### src/rtl/lms_pkg.sv
// rtl/lms_pkg.sv - shared LMS datapath widths and weight-increment saturation limits
package lms_pkg;

  localparam int LMS_PROD_W = 28;
  localparam int LMS_W_W    = 14;
  localparam int LMS_W_MAX  = (1 << (LMS_W_W - 1)) - 1;
  localparam int LMS_W_MIN  = -(1 << (LMS_W_W - 1));

endpackage

### src/rtl/lms_div.sv
// rtl/lms_div.sv - two-stage constant-divisor step scaler with signed saturation
module lms_div
  import lms_pkg::*;
#(
  parameter int IN_W    = LMS_PROD_W,
  parameter int OUT_W   = LMS_W_W,
  parameter int DIVISOR = 1024
) (
  input  logic                    clk,
  input  logic                    rstn,
  input  logic signed [IN_W-1:0]  in,
  output logic signed [OUT_W-1:0] out
);

  localparam int REM_W = IN_W - 1;
  localparam logic [IN_W-1:0]  DIV_FULL = IN_W'(DIVISOR);
  // Remainder stays below DIVISOR <= 2**(IN_W-1), so modular REM_W-bit subtraction is exact.
  localparam logic [REM_W-1:0] DIV_LO   = REM_W'(DIVISOR);
  localparam logic [IN_W-1:0]  POS_LIM  = IN_W'((1 << (OUT_W - 1)) - 1);
  localparam logic [IN_W-1:0]  NEG_LIM  = IN_W'(1 << (OUT_W - 1));
  localparam logic [OUT_W-1:0] OUT_MAX  = {1'b0, {(OUT_W - 1){1'b1}}};
  localparam logic [OUT_W-1:0] OUT_MIN  = {1'b1, {(OUT_W - 1){1'b0}}};

  logic            sign;
  logic [IN_W-1:0] mag;

  always_ff @(posedge clk or negedge rstn) begin
    if (!rstn) begin
      sign <= 1'b0;
      mag  <= '0;
    end else begin
      sign <= in[IN_W-1];
      mag  <= in[IN_W-1] ? -in : in;
    end
  end

  logic [IN_W-1:0] q;

  for (genvar g = 0; g < IN_W; g++) begin : g_div
    localparam int B = IN_W - 1 - g;
    logic [REM_W-1:0] rem_in;
    logic [IN_W-1:0]  trial;
    logic             qb;

    if (g == 0) begin : g_first
      assign rem_in = '0;
    end else begin : g_chain
      assign rem_in = g_div[g-1].g_next.rem_out;
    end

    assign trial = {rem_in, mag[B]};
    assign qb    = (trial >= DIV_FULL);
    assign q[B]  = qb;

    // The final remainder is discarded, so the last stage produces none.
    if (g < IN_W - 1) begin : g_next
      logic [REM_W-1:0] rem_out;
      assign rem_out = qb ? (trial[REM_W-1:0] - DIV_LO) : trial[REM_W-1:0];
    end
  end

  logic [OUT_W-1:0] q_lo;
  logic [OUT_W-1:0] sat;

  assign q_lo = q[OUT_W-1:0];

  always_comb begin
    sat = sign ? -q_lo : q_lo;
    if (!sign && (q > POS_LIM)) begin
      sat = OUT_MAX;
    end else if (sign && (q > NEG_LIM)) begin
      sat = OUT_MIN;
    end
  end

  always_ff @(posedge clk or negedge rstn) begin
    if (!rstn) begin
      out <= '0;
    end else begin
      out <= sat;
    end
  end

endmodule

### config.mk
export PLATFORM = sky130hd
export DESIGN_NAME = lms_div
export DESIGN_NICKNAME = d
export VERILOG_FILES = /design/src/rtl/lms_pkg.sv /design/src/rtl/lms_div.sv
export SDC_FILE = /design/constraint.sdc
export NUM_CORES = 1
export LEC_CHECK = 0
export BUFFER_PORTS_ARGS = -buffer_cell sky130_fd_sc_hd__buf_2
export CAP_MARGIN = 0
export CORE_UTILIZATION = 45
export DETAILED_ROUTE_END_ITERATION = 10
export SETUP_SLACK_MARGIN = 0.02
export SLEW_MARGIN = 0
export SYNTH_ARGS = -nofsm -noshare
export SYNTH_HDL_FRONTEND = slang
export SYNTH_SLANG_ARGS = --single-unit
export TNS_END_PERCENT = 5
### constraint.sdc
create_clock -name clk -period 32.7 [get_ports clk]
set_clock_uncertainty 0.1 [all_clocks]
set_input_delay 6.54 -clock clk [delete_from_list [all_inputs] [get_ports clk]]
set_output_delay 6.54 -clock clk [all_outputs]
set_load 0.1 [all_outputs]
* After elaboration in Yosys (flattened, before gate mapping)
Index checks and enable logic that the tools add are counted.
** Storage, ports and cells
- Register bits after elaboration :: 43
- Bits of input ports :: 30
- Logic and storage cells :: 96
** Cells by class
- Add/sub/neg operators :: 29
- Order comparisons :: 30
- Muxes and demuxes :: 31
- Reduce and logical (&&, ||, !) cells :: 3
** Operators by type and width (number)
- >= comparator 28 x 11 -> 1 bit, second input constant :: 27
- two-way mux 27 bit :: 27
- subtractor 27 x 11 -> 27 bit, second input constant :: 26
- two-way mux 14 bit :: 3
- > comparator 28 x 13 -> 1 bit, second input constant :: 1
- > comparator 28 x 14 -> 1 bit, second input constant :: 1
- two-way mux 28 bit :: 1
- negation 28 bit :: 1
- negation 14 bit :: 1
- subtractor 1 x 11 -> 12 bit, second input constant :: 1
- >= comparator 1 x 11 -> 1 bit, second input constant :: 1
- logical AND 1 bit :: 2
- logical NOT 1 bit :: 1

* Depth between registers and ports, before layout
Gate-level depths: netlist of the first run.
- Word-level depth :: 59
- Gate-level depth with buffers :: 140
- Gate-level depth less buffers :: 126

* Worst setup path before layout of the first run
Ideal clock, no wire load.
- Kind :: register -> register
- From :: register mag[26]
- To :: register out[6]
- Arrival time :: 26280 ps
- Required time :: 32496 ps
- Setup slack :: 6216 ps
- Stages on the path, launching flop included :: 139
- Buffers on the path :: 15
- Path through :: dfrtp_1 > clkbuf_1 > inv_1 > ha_1 > ha_1 > buf_1 > nand2_1 > a31oi_1 > nor2_1 > ha_1 > clkbuf_1 > clkbuf_1 > o221ai_1 > a22oi_1 > inv_1 > ha_1 > nand2_1 > nor3_1 > [... 103 more ...] > o32ai_4 > nand3_2 > or4_4 > buf_6 > nor2_8 > xnor2_1 > ha_1 > or3b_1 > or4_1 > a2111o_1 > a211oi_2 > nand2_1 > nor4b_4 > ha_1 > nand2_1 > or4_1 > xnor2_1 > a221oi_1
** Between the ends
- Cells in the longest elaborated chain, start to end :: 57
- Elaborated cells on any way between the ends :: 87
- Classes of those cells :: add/sub: 27; order compare: 29; mux: 29; reduce/logical: 2
** RTL lines
- start: declaration :: RTL line lms_div.sv:25 : logic [IN_W-1:0] mag;
- start signal: assignment :: RTL line lms_div.sv:33 : mag <= in[IN_W-1] ? -in : in;
- subtractor 27 x 11 -> 27 bit / >= comparator 28 x 11 -> 1 bit (equally long branches) :: RTL line lms_div.sv:58, lms_div.sv:52
- two-way mux 27 bit :: RTL line lms_div.sv:58 : assign rem_out = qb ? (trial[REM_W-1:0] - DIV_LO) : trial[REM_W-1:0];
- subtractor 27 x 11 -> 27 bit / >= comparator 28 x 11 -> 1 bit (equally long branches) :: RTL line lms_div.sv:58, lms_div.sv:52
- two-way mux 27 bit :: RTL line lms_div.sv:58
- subtractor 27 x 11 -> 27 bit / >= comparator 28 x 11 -> 1 bit (equally long branches) :: RTL line lms_div.sv:58, lms_div.sv:52
- two-way mux 27 bit :: RTL line lms_div.sv:58
- subtractor 27 x 11 -> 27 bit / >= comparator 28 x 11 -> 1 bit (equally long branches) :: RTL line lms_div.sv:58, lms_div.sv:52
- two-way mux 27 bit :: RTL line lms_div.sv:58
- [... 42 more ...]
- subtractor 27 x 11 -> 27 bit / >= comparator 28 x 11 -> 1 bit (equally long branches) :: RTL line lms_div.sv:58, lms_div.sv:52
- two-way mux 27 bit :: RTL line lms_div.sv:58
- >= comparator 28 x 11 -> 1 bit :: RTL line lms_div.sv:52 : assign qb = (trial >= DIV_FULL);
- > comparator 28 x 14 -> 1 bit / negation 14 bit (equally long branches) :: RTL line lms_div.sv:71, lms_div.sv:68
- logical AND 1 bit / two-way mux 14 bit (equally long branches) :: RTL line lms_div.sv:71, lms_div.sv:68
- two-way mux 14 bit :: RTL line lms_div.sv:71 : end else if (sign && (q > NEG_LIM)) begin
- two-way mux 14 bit * :: RTL line lms_div.sv:69 : if (!sign && (q > POS_LIM)) begin
- named net sat[6] :: RTL line lms_div.sv:63 : logic [OUT_W-1:0] sat;
- end signal: assignment :: RTL line lms_div.sv:80 : out <= sat;
- end: declaration :: RTL line lms_div.sv:12 : output logic signed [OUT_W-1:0] out
Mark *: on every way through the listed nets, which the timed path passes. The rest lies on a longest branch.

* Final worst setup path of the first run
- From :: register mag[17]
- To :: register out[6]
** Between the ends
- Cells in the longest elaborated chain, start to end :: 39
- Elaborated cells on any way between the ends :: 60
- Classes of those cells :: add/sub: 18; order compare: 20; mux: 20; reduce/logical: 2
** RTL lines (RTL line)
- subtractor 27 x 11 -> 27 bit / >= comparator 28 x 11 -> 1 bit (equally long branches) :: lms_div.sv:58, lms_div.sv:52
- two-way mux 27 bit :: lms_div.sv:58
- subtractor 27 x 11 -> 27 bit / >= comparator 28 x 11 -> 1 bit (equally long branches) :: lms_div.sv:58, lms_div.sv:52
- two-way mux 27 bit :: lms_div.sv:58
- subtractor 27 x 11 -> 27 bit / >= comparator 28 x 11 -> 1 bit (equally long branches) :: lms_div.sv:58, lms_div.sv:52
- two-way mux 27 bit :: lms_div.sv:58
- subtractor 27 x 11 -> 27 bit / >= comparator 28 x 11 -> 1 bit (equally long branches) :: lms_div.sv:58, lms_div.sv:52
- two-way mux 27 bit :: lms_div.sv:58
- [... 24 more ...]
- subtractor 27 x 11 -> 27 bit / >= comparator 28 x 11 -> 1 bit (equally long branches) :: lms_div.sv:58, lms_div.sv:52
- two-way mux 27 bit :: lms_div.sv:58
- >= comparator 28 x 11 -> 1 bit :: lms_div.sv:52
- > comparator 28 x 14 -> 1 bit / negation 14 bit (equally long branches) :: lms_div.sv:71, lms_div.sv:68
- logical AND 1 bit / two-way mux 14 bit (equally long branches) :: lms_div.sv:71, lms_div.sv:68
- two-way mux 14 bit :: lms_div.sv:71
- two-way mux 14 bit * :: lms_div.sv:69
- named net sat[6] :: lms_div.sv:63
Marked as above.

==> results of run 1 <==
kinds of logic (layout without fill, tap and decap cells):
| group | count (synthesis) | after routing | share of synthesized area, % |
|---|---|---|---|
| simple gates | 912 | 912 | 36.8 |
| flops | 43 | 43 | 7.71 |
| buf+inv | 148 | 121 | 4.89 |
| compound gates | 696 | 696 | 38.1 |
| fa+ha+maj | 25 | 25 | 2.22 |
| xor+xnor | 125 | 125 | 7.95 |
| mux | 31 | 31 | 2.35 |
| other cells | 1 | 6 | 0.0269 |
stage by stage:
stage	utilization (%)	hold WS [ns]	cell area, sq um
finish	47.5	0.777	14500
global route	47.5	0.840	14500
CTS	47.2	0.776	14400
detailed placement	46.7	0.760	14300
global placement	46.7	0.771	14300
floorplan	-	0.480	14000
power by group through the flow:
stage / logic [uW] / registers [uW] / clock network [uW]
after floorplan: 379 / 66.6 / 0
after global placement: 500 / 67.7 / 0
after detailed placement: 499 / 68.0 / 0
after CTS: 502 / 67.0 / 55.6
after global routing: 560 / 68.1 / 57.8
final: 519 / 67.3 / 55.0
layout by cell type, fill, tap and decap left out, types with 16 or more instances in the layout:
cell / Yosys / final
a211o_1: 18 / 18
a211oi_1: 27 / 27
a21o_1: 24 / 24
a21oi_1: 111 / 111
a31oi_1: 28 / 28
and2_1: 33 / 33
and3_1: 44 / 43
and4_1: 19 / 19
buf_2: 23 / 43
buf_4: 10 / 16
dfrtp_1: 43 / 43
ha_1: 24 / 20
inv_1: 51 / 51
mux2i_1: 20 / 20
nand2_1: 185 / 185
nand2b_1: 19 / 19
nand3_1: 83 / 82
nand4_1: 40 / 40
nor2_1: 171 / 170
nor2b_1: 16 / 16
nor3_1: 82 / 81
nor4_1: 32 / 31
o211ai_1: 35 / 35
o21a_1: 26 / 25
o21ai_0: 109 / 108
o21ai_1: 23 / 23
o22ai_1: 17 / 17
o31ai_1: 26 / 26
or2_2: 20 / 20
or3_1: 26 / 26
or4_1: 19 / 19
xnor2_1: 90 / 90
xor2_1: 33 / 33
critical path, delay by kind of cell (launching register included):
kind,cells,cell delay [ns]
compound gates,23,6.03
fa+ha+maj,16,4.80
flops,1,0.55
xor+xnor,12,2.26
buf+inv,19,2.51
simple gates,52,13.76
metal layers:
| layer | GRT usage (%) | up-vias | part of all wire, % | wire length [um] |
|---|---|---|---|---|
| met5 | 0 | - | 0 | 0 |
| met4 | 7.30 | 0 | 2.1 | 1090 |
| met3 | 3.84 | 81 | 7.0 | 3640 |
| met2 | 50.4 | 725 | 44 | 23000 |
| met1 | 46.7 | 7946 | 47 | 24400 |
| li1 | - | 7697 | - | - |
what timing repair did:
| action | CTS | global route |
|---|---|---|
| resized for setup | 0 | 14 |
| setup buffers | 0 | 7 |
| setup endpoints to repair | 0 | 14 |
| hold buffers | 0 | 0 |
layout make-up:
type | instances | area [sq um]
inverters | 55 | 206
clock buffers | 6 | 129
well taps | 396 | 495
clock inverters | 1 | 30.0
multi-input cells | 1795 | 12300
fillers | 3195 | 16100
flip-flops and latches | 43 | 1080
repair buffers | 59 | 335
path summary, 6_finish.rpt:
path                                         from  cells past startpoint  slack (ns)               end
worst max register to register  mag[17]$_DFF_PN0_                    122        2.45  out[6]$_DFF_PN0_
min in group asynchronous                    rstn                      1        6.29  mag[0]$_DFF_PN0_
worst min register to register  mag[27]$_DFF_PN0_                      4        0.78  out[5]$_DFF_PN0_
max in group asynchronous                    rstn                      1       25.61  out[5]$_DFF_PN0_
worst min-delay path            mag[27]$_DFF_PN0_                      4        0.78  out[5]$_DFF_PN0_
worst max-delay path            mag[17]$_DFF_PN0_                    122        2.45  out[6]$_DFF_PN0_
registers in the layout, summed over array words and instances, names as in the netlist:
name,count
sign,1
out,14
mag,28
==> impl_metrics.json, run 1 <==
{
  "status": "complete, no violations",
  "worstSetupPathType": "reg2reg",
  "seqPwrFrac_pct": 10.5,
  "synth-warning-count": 0,
  "die_w_um": 178,
  "die_y_um": 178,
  "ys.flop_type": "dfrtp_1",
  "fin_setup_tns_ns": 0,
  "vias_per_cell": 6.98,
  "netSwitchingFraction_pct": 59.2,
  "yosys-top-cells-count": "nand2_1 (185), nor2_1 (171), a21oi_1 (111)",
  "antenna_found_initial": 0,
  "drc": 0,
  "fmax_ghz": 0.0331,
  "ys_seq_elements": 43,
  "port_buffers": 43,
  "layout.nets": 2013,
  "cp-end-kind": "register",
  "h-tree-depth": 2,
  "vias": 16400,
  "start_util_pct": 45.6,
  "pin_count": 44,
  "fin_cells": 2355,
  "maxSlewHeadroom_pct": 21.8,
  "synthArstFlopShare_pct": 100,
  "switchingPower_uw": 380,
  "overflow": 0,
  "worst_setup_path_start_kind": "register",
  "cap_violations": 0,
  "areaGrowthSynthToFinish_pct": 4.15,
  "internal_power_uw": 262,
  "synth-edff-count": 0,
  "vdd_drop_max_mv": 0.0225,
  "gp_congestion": 0.993,
  "drt_iter0_drc": 1661,
  "finalHoldViolations": 0,
  "coreArea_sq_um": 30600,
  "cp_max_fo": 22,
  "place_hpwl_um": 42100,
  "critPathSlowestCell": "or4_1",
  "power_uw": 641,
  "netlist_area_sq_um": 14000,
  "grt_max_degree": 44,
  "setup_viol": 0,
  "yosys.area.top_type": "dfrtp_1",
  "cts_tree": "done",
  "ys_seq_area_share_pct": 7.71,
  "drive_above_1_share_pct": 12.4,
  "path_clk_slew_ns": 0.06,
  "leakage_uw": 0.00502,
  "clock_sinks": 43,
  "period_minus_slack_ns": 30.25,
  "synth_top_area_share_pct": 7.71,
  "wirelength_um": 52200,
  "synth.avg_cell_area_sq_um": 7.05,
  "cp.arrival_ns": 30.32,
  "placed_cells": 2341,
  "combPwrFrac_pct": 80.9,
  "ant_nets": 0,
  "synthCells": 1981,
  "die-area_sq_um": 31700,
  "worst_pin_slew_ns": 1.16,
  "grt_pass1_wl_um": 82400,
  "pre_cts_ws_ns": 1.69,
  "dr.pass1.iters": 5,
  "grt_pass1_vias": 14800,
  "p_clk_share_pct": 8.6,
  "cp.required_ns": 32.77,
  "numCtsBuffers": 5,
  "crit_path_max_incr_delay_ns": 0.60,
  "min_period_over_period_pct": 92.5,
  "hold_path_class": "reg2reg",
  "synthTopCellsByArea": "dfrtp_1 (7.7%), xnor2_1 (5.6%), nand2_1 (5.0%), nor2_1 (4.6%), a21oi_1 (4.0%)",
  "rows": 64,
  "clock_latency_ns": 0.28,
  "cts_buffer_depth": 2,
  "power_density_nw_per_um2": 44.1,
  "yosysMostFrequentCell": "nand2_1",
  "track_usage_pct": 32.2,
  "antennaDiodeCount": 0,
  "ys_types": 142,
  "worst_slack_ns": 2.45,
  "cts_root_buffer": "clkbuf_16",
  "rsz0062_at_grt": "false",
  "post_drt_wl_per_cell_um": 22.1,
  "finalMaxSlewViolations": 0
}
No activity file was read; power rests on OpenSTA's default activity.
==> run 2: changes to the inputs <==
--- a/config.mk
+++ b/config.mk
@@ -5,8 +5,9 @@
 export SDC_FILE = /design/constraint.sdc
 export NUM_CORES = 1
 export LEC_CHECK = 0
-export BUFFER_PORTS_ARGS = -buffer_cell sky130_fd_sc_hd__buf_2
+export BUFFER_PORTS_ARGS = -buffer_cell sky130_fd_sc_hd__clkbuf_2
 export CAP_MARGIN = 0
+export CORE_MARGIN = 10
 export CORE_UTILIZATION = 45
 export DETAILED_ROUTE_END_ITERATION = 10
 export SETUP_SLACK_MARGIN = 0.02
==> run 2 against run 1 <==
Compared with the run above: via count fell by 0.92%; register-to-register slack got worse by 0.14 ns; global-route usage fell by 6.2 points; power rose by 1.4%.
==> impl_metrics.json, run 2 (synthesized netlist as in run 1, its figures left out) <==
{
  "fin_setup_tns_ns": 0,
  "worstSetupPathType": "reg2reg",
  "cts_tree": "done",
  "r2r-end": "out[6]$_DFF_PN0_",
  "hold_depth": 4,
  "crit_path_frequent_cell": "ha_1",
  "cp.required_ns": 32.79,
  "worst_pin_slew_ns": 1.19,
  "h-tree-depth": 2,
  "drive_above_1_share_pct": 12.3,
  "top_regs": "mag (28), out (14), sign (1)",
  "fmax_ghz": 0.0329,
  "wirelength_um": 53100,
  "leakage_uw": 0.00502,
  "grt-busiest-layer": "met2",
  "die_w_um": 196,
  "cap_violations": 0,
  "drc": 0,
  "vias": 16300,
  "drt_iter0_drc": 1772,
  "cts_root_buffer": "clkbuf_16",
  "finalHoldViolations": 0,
  "hold_path_class": "reg2reg",
  "numCtsBuffers": 5,
  "vdd_drop_max_mv": 0.0255,
  "start_util_pct": 45.6,
  "setup_viol": 0,
  "largest_register_ffs": 28,
  "path_clk_slew_ns": 0.06,
  "min_period_over_period_pct": 93.0,
  "place_hpwl_um": 43500,
  "status": "complete, no violations",
  "holdPathEnd": "out[7]$_DFF_PN0_",
  "cts_buffer_depth": 2,
  "antenna_found_initial": 0,
  "post_drt_wl_per_cell_um": 22.6,
  "track_usage_pct": 26.0,
  "pin_count": 44,
  "clock_sinks": 43,
  "worst_slack_ns": 2.30,
  "gp_congestion": 0.995,
  "finalMaxSlewViolations": 0,
  "rrSetupSlack_ns": 2.30,
  "rows": 64,
  "postCtsHoldBufs": 0,
  "regMostFlops": "mag",
  "met1_usage_pct": 36.9,
  "final_common_cell": "nand2_1",
  "crit_path_max_incr_delay_ns": 0.64,
  "die-area_sq_um": 38500,
  "critPathSlowestCell": "or4_4",
  "hp-start": "mag[27]$_DFF_PN0_",
  "grt_pass1_wl_um": 84100,
  "grt_max_degree": 44,
  "worst_setup_path_start_kind": "register",
  "cp-end-kind": "register",
  "final_cell_mix": "nand2_1 (185), nor2_1 (170), a21oi_1 (111)",
  "whs_ns": 0.737,
  "clock_latency_ns": 0.29,
  "coreArea_sq_um": 30600,
  "power_density_nw_per_um2": 44.8,
  "pre_cts_ws_ns": 1.20,
  "path_buf_inv": 17,
  "cp.arrival_ns": 30.49,
  "fin_area_sq_um": 14500,
  "overflow": 0,
  "critical-path-top-delay-family": "simple AND/OR/NAND/NOR gates",
  "use_met2_pct": 41.6,
  "layout.nets": 2010,
  "vias_per_cell": 6.93,
  "maxSlewHeadroom_pct": 19.6,
  "ant_nets": 0,
  "port_buffers": 43,
  "cp_max_fo": 22,
  "use_met3_pct": 2.93,
  "grt_pass1_vias": 14900,
  "reg2reg_from": "mag[18]$_DFF_PN0_",
  "period_minus_slack_ns": 30.40,
  "areaGrowthSynthToFinish_pct": 4.11,
  "antennaDiodeCount": 0,
  "placed_area_sq_um": 14300,
  "reg2reg_depth": 118,
  "dr.pass1.iters": 8,
  "die_y_um": 196
}
[run 2: what timing repair did]
action | 4_1_cts | 5_1_grt
resized for setup | 0 | 14
setup buffers | 0 | 4
setup endpoints to repair | 0 | 14
[run 2: routing by layer]
layer  up-vias  routed length, um
met4         0                867
li1       7692                  -
met1      7912              25300
met2       629              23800
met5         -                  0
met3        64               3180
[run 2: worst min-delay path: cells and delay by family, from the launching register on]
family / cells / cell delay [ns]
AND/OR/NAND/NOR: 3 / 0.32
flip-flops: 1 / 0.33
AO/OA/AOI/OAI: 1 / 0.16
[run 2: per-stage QoR]
| stage | utilization [%] | std cells | total power, uW |
|---|---|---|---|
| after detailed placement | 46.7 | 2341 | 572 |
| after CTS | 47.3 | 2349 | 634 |
| after global routing | 47.5 | 2353 | 695 |
| final | 47.5 | 2353 | 650 |
| after global placement | 46.7 | 2341 | 572 |
| after floorplan | - | 1986 | 446 |
[run 2: worst max-delay path by stage]
stage / from / to / slack [ns] / cells past startpoint
floorplan: mag[26]$_DFF_PN0_ / out[6]$_DFF_PN0_ / 6.22 / 138
global placement: mag[17]$_DFF_PN0_ / out[6]$_DFF_PN0_ / 2.42 / 114
detailed placement: mag[26]$_DFF_PN0_ / out[9]$_DFF_PN0_ / 1.20 / 119
CTS: mag[17]$_DFF_PN0_ / out[9]$_DFF_PN0_ / 1.03 / 117
global route: mag[18]$_DFF_PN0_ / out[9]$_DFF_PN0_ / -0.01 / 123
finish: mag[18]$_DFF_PN0_ / out[6]$_DFF_PN0_ / 2.30 / 118
[run 2: final cells by class]
type | count | area (sq um)
fillers | 3252 | 16100
multi-input cells | 1795 | 12300
flip-flops and latches | 43 | 1080
well taps | 396 | 495
repair buffers | 56 | 313
inverters | 55 | 206
clock buffers | 6 | 139
clock inverters | 2 | 38.8
[run 2: power by group]
part	leakage [uW]	total, uW	internal, uW	switching [uW]
combinational	0.00442	523	169	354
clock	0.0000875	59.8	38.4	21.5
sequential	0.000514	67.4	57.4	9.98
==> run 3: changes to the inputs <==
--- a/config.mk
+++ b/config.mk
@@ -10,7 +10,9 @@
 export CORE_MARGIN = 10
 export CORE_UTILIZATION = 45
 export DETAILED_ROUTE_END_ITERATION = 10
+export RECOVER_POWER = 50
 export SETUP_SLACK_MARGIN = 0.02
+export SKIP_CTS_REPAIR_TIMING = 1
 export SLEW_MARGIN = 0
 export SYNTH_ARGS = -nofsm -noshare
 export SYNTH_HDL_FRONTEND = slang
==> run 3 against run 2 <==
Compared with the run above: register-to-register slack about the same; routed wire length about the same; worst hold slack about the same; the flow now finishes with violations (capacitance limit, slew limit); clock power about the same; power about the same; core utilization about the same; highest routed layer unchanged; count of clock-buffer cells in the layout unchanged; non-clock buffer count unchanged.
==> impl_metrics.json, run 3 (synthesized netlist as in run 1, its figures left out) <==
{
  "wirelength_um": 53100,
  "clock_latency_ns": 0.29,
  "hold_path_class": "reg2reg",
  "critPathSlowestCell": "or4_4",
  "whs_ns": 0.737,
  "finalHoldViolations": 0,
  "route.met3.wl_um": 3260,
  "die_w_um": 196,
  "die-area_sq_um": 38500,
  "port_buffers": 43,
  "rrSetupSlack_ns": 2.31,
  "vias_per_cell": 6.92,
  "pin_count": 44,
  "placed_cells": 2341,
  "h-tree-depth": 2,
  "leakage_uw": 0.00501,
  "fmax_ghz": 0.0329,
  "dr.pass1.iters": 8,
  "path_clk_slew_ns": 0.06,
  "cts_root_buffer": "clkbuf_16",
  "cp.required_ns": 32.79,
  "cp_max_fo": 22,
  "place_hpwl_um": 43500,
  "fin_cells": 2353,
  "pre_cts_ws_ns": 1.20,
  "clock_sinks": 43,
  "ant_nets": 0,
  "worst_setup_path_start_kind": "register",
  "violations": "capacitance limit, slew limit",
  "drive_above_1_share_pct": 12.1,
  "die_y_um": 196,
  "cts_tree": "done",
  "grt_max_degree": 44,
  "cp.arrival_ns": 30.47,
  "antenna_found_initial": 0,
  "post_drt_wl_per_cell_um": 22.6,
  "finalMaxSlewViolations": 44,
  "worst_pin_slew_ns": 2.33,
  "overflow": 0,
  "status": "finished, violations left",
  "period_minus_slack_ns": 30.39,
  "gp_congestion": 0.995,
  "reg2reg_from": "mag[18]$_DFF_PN0_",
  "internal_power_uw": 265,
  "antennaDiodeCount": 0,
  "hp-start": "mag[27]$_DFF_PN0_",
  "seqPwrFrac_pct": 10.4,
  "fin_area_sq_um": 14500,
  "min_period_over_period_pct": 92.9,
  "power_density_nw_per_um2": 44.7,
  "track_usage_pct": 26.0,
  "layout.nets": 2010,
  "numCtsBuffers": 5,
  "placed_area_sq_um": 14300,
  "top_layer_used": "met4",
  "netSwitchingFraction_pct": 59.3,
  "final_cell_mix": "nand2_1 (185), nor2_1 (170), a21oi_1 (111)",
  "final_common_cell": "nand2_1",
  "drc": 0,
  "cp-end-kind": "register",
  "worstSetupPathType": "reg2reg",
  "grt_pass1_wl_um": 84100,
  "coreArea_sq_um": 30600,
  "vias": 16300,
  "grt_pass1_vias": 14900,
  "crit_path_frequent_cell": "ha_1",
  "crit_path_max_incr_delay_ns": 0.64,
  "cts_buffer_depth": 2,
  "vdd_drop_max_mv": 0.0254,
  "cap_violations": 1,
  "areaGrowthSynthToFinish_pct": 4.07,
  "worst_slack_ns": 2.31,
  "switchingPower_uw": 385,
  "maxSlewHeadroom_pct": -55.4,
  "top_regs": "mag (28), out (14), sign (1)",
  "combPwrFrac_pct": 80.4,
  "rows": 64,
  "routed-wl-met2_um": 23800,
  "crit_start": "mag[18]$_DFF_PN0_",
  "p_clk_share_pct": 9.2,
  "met1_length_um": 25200,
  "setup_viol": 0,
  "regMostFlops": "mag",
  "start_util_pct": 45.6,
  "largest_register_ffs": 28,
  "drt_iter0_drc": 1770
}
[run 3: changes by cell type in the layout (fill, tap and decap cells not counted), sizes merged]
cell    previous run  this run
clkbuf            49        50
buf               13        12
[run 3: worst max-delay path: cells and delay by family, from the launching register on]
family                     cells  cell delay (ns)
buffers and inverters         17             2.35
DFF                            1             0.55
AOI/OAI and AO/OA             24             6.66
adders and majority gates     15             4.63
and+or+nand+nor               50            13.62
xor gates and xnor gates      12             2.30
[run 3: area by class of cell]
class	count	area, sq um
Clock buffer	6	139
Clock inverter	2	38.8
Fill cell	3254	16100
Inverter	55	206
Multi-Input combinational cell	1795	12300
Sequential cell	43	1080
Tap cell	396	495
Timing Repair Buffer	56	307
[run 3: layer usage]
metal / global-route usage [%] / up-vias
met4: 4.19 / 0
li1: - / 7689
met1: 36.9 / 7904
met3: 2.93 / 64
met2: 41.6 / 634
met5: 0 / -
[run 3: final timing paths]
check | endpoint | depth (start not counted)
worst max-delay path | out[6]$_DFF_PN0_ | 118
worst min-delay path | out[7]$_DFF_PN0_ | 4
worst max register to register | out[6]$_DFF_PN0_ | 118
worst min register to register | out[7]$_DFF_PN0_ | 4
max in group asynchronous | out[3]$_DFF_PN0_ | 2
min in group asynchronous | out[2]$_DFF_PN0_ | 2
[run 3: stage by stage]
stage	total power, uW	setup TNS (ns)	util [%]
2_1_floorplan	446	0	-
3_3_place_gp	572	0	46.7
3_5_place_dp	572	0	46.7
4_1_cts	634	0	47.3
5_1_grt	695	-0.0143	47.5
6_report	650	0	47.5
[run 3: power groups by stage]
stage	combinational [uW]	clock (uW)	sequential, uW
2_1_floorplan	379	0	66.6
3_3_place_gp	504	0	67.9
3_5_place_dp	504	0	68.0
4_1_cts	507	60.3	67.0
5_1_grt	564	62.4	68.2
6_report	523	59.8	67.4
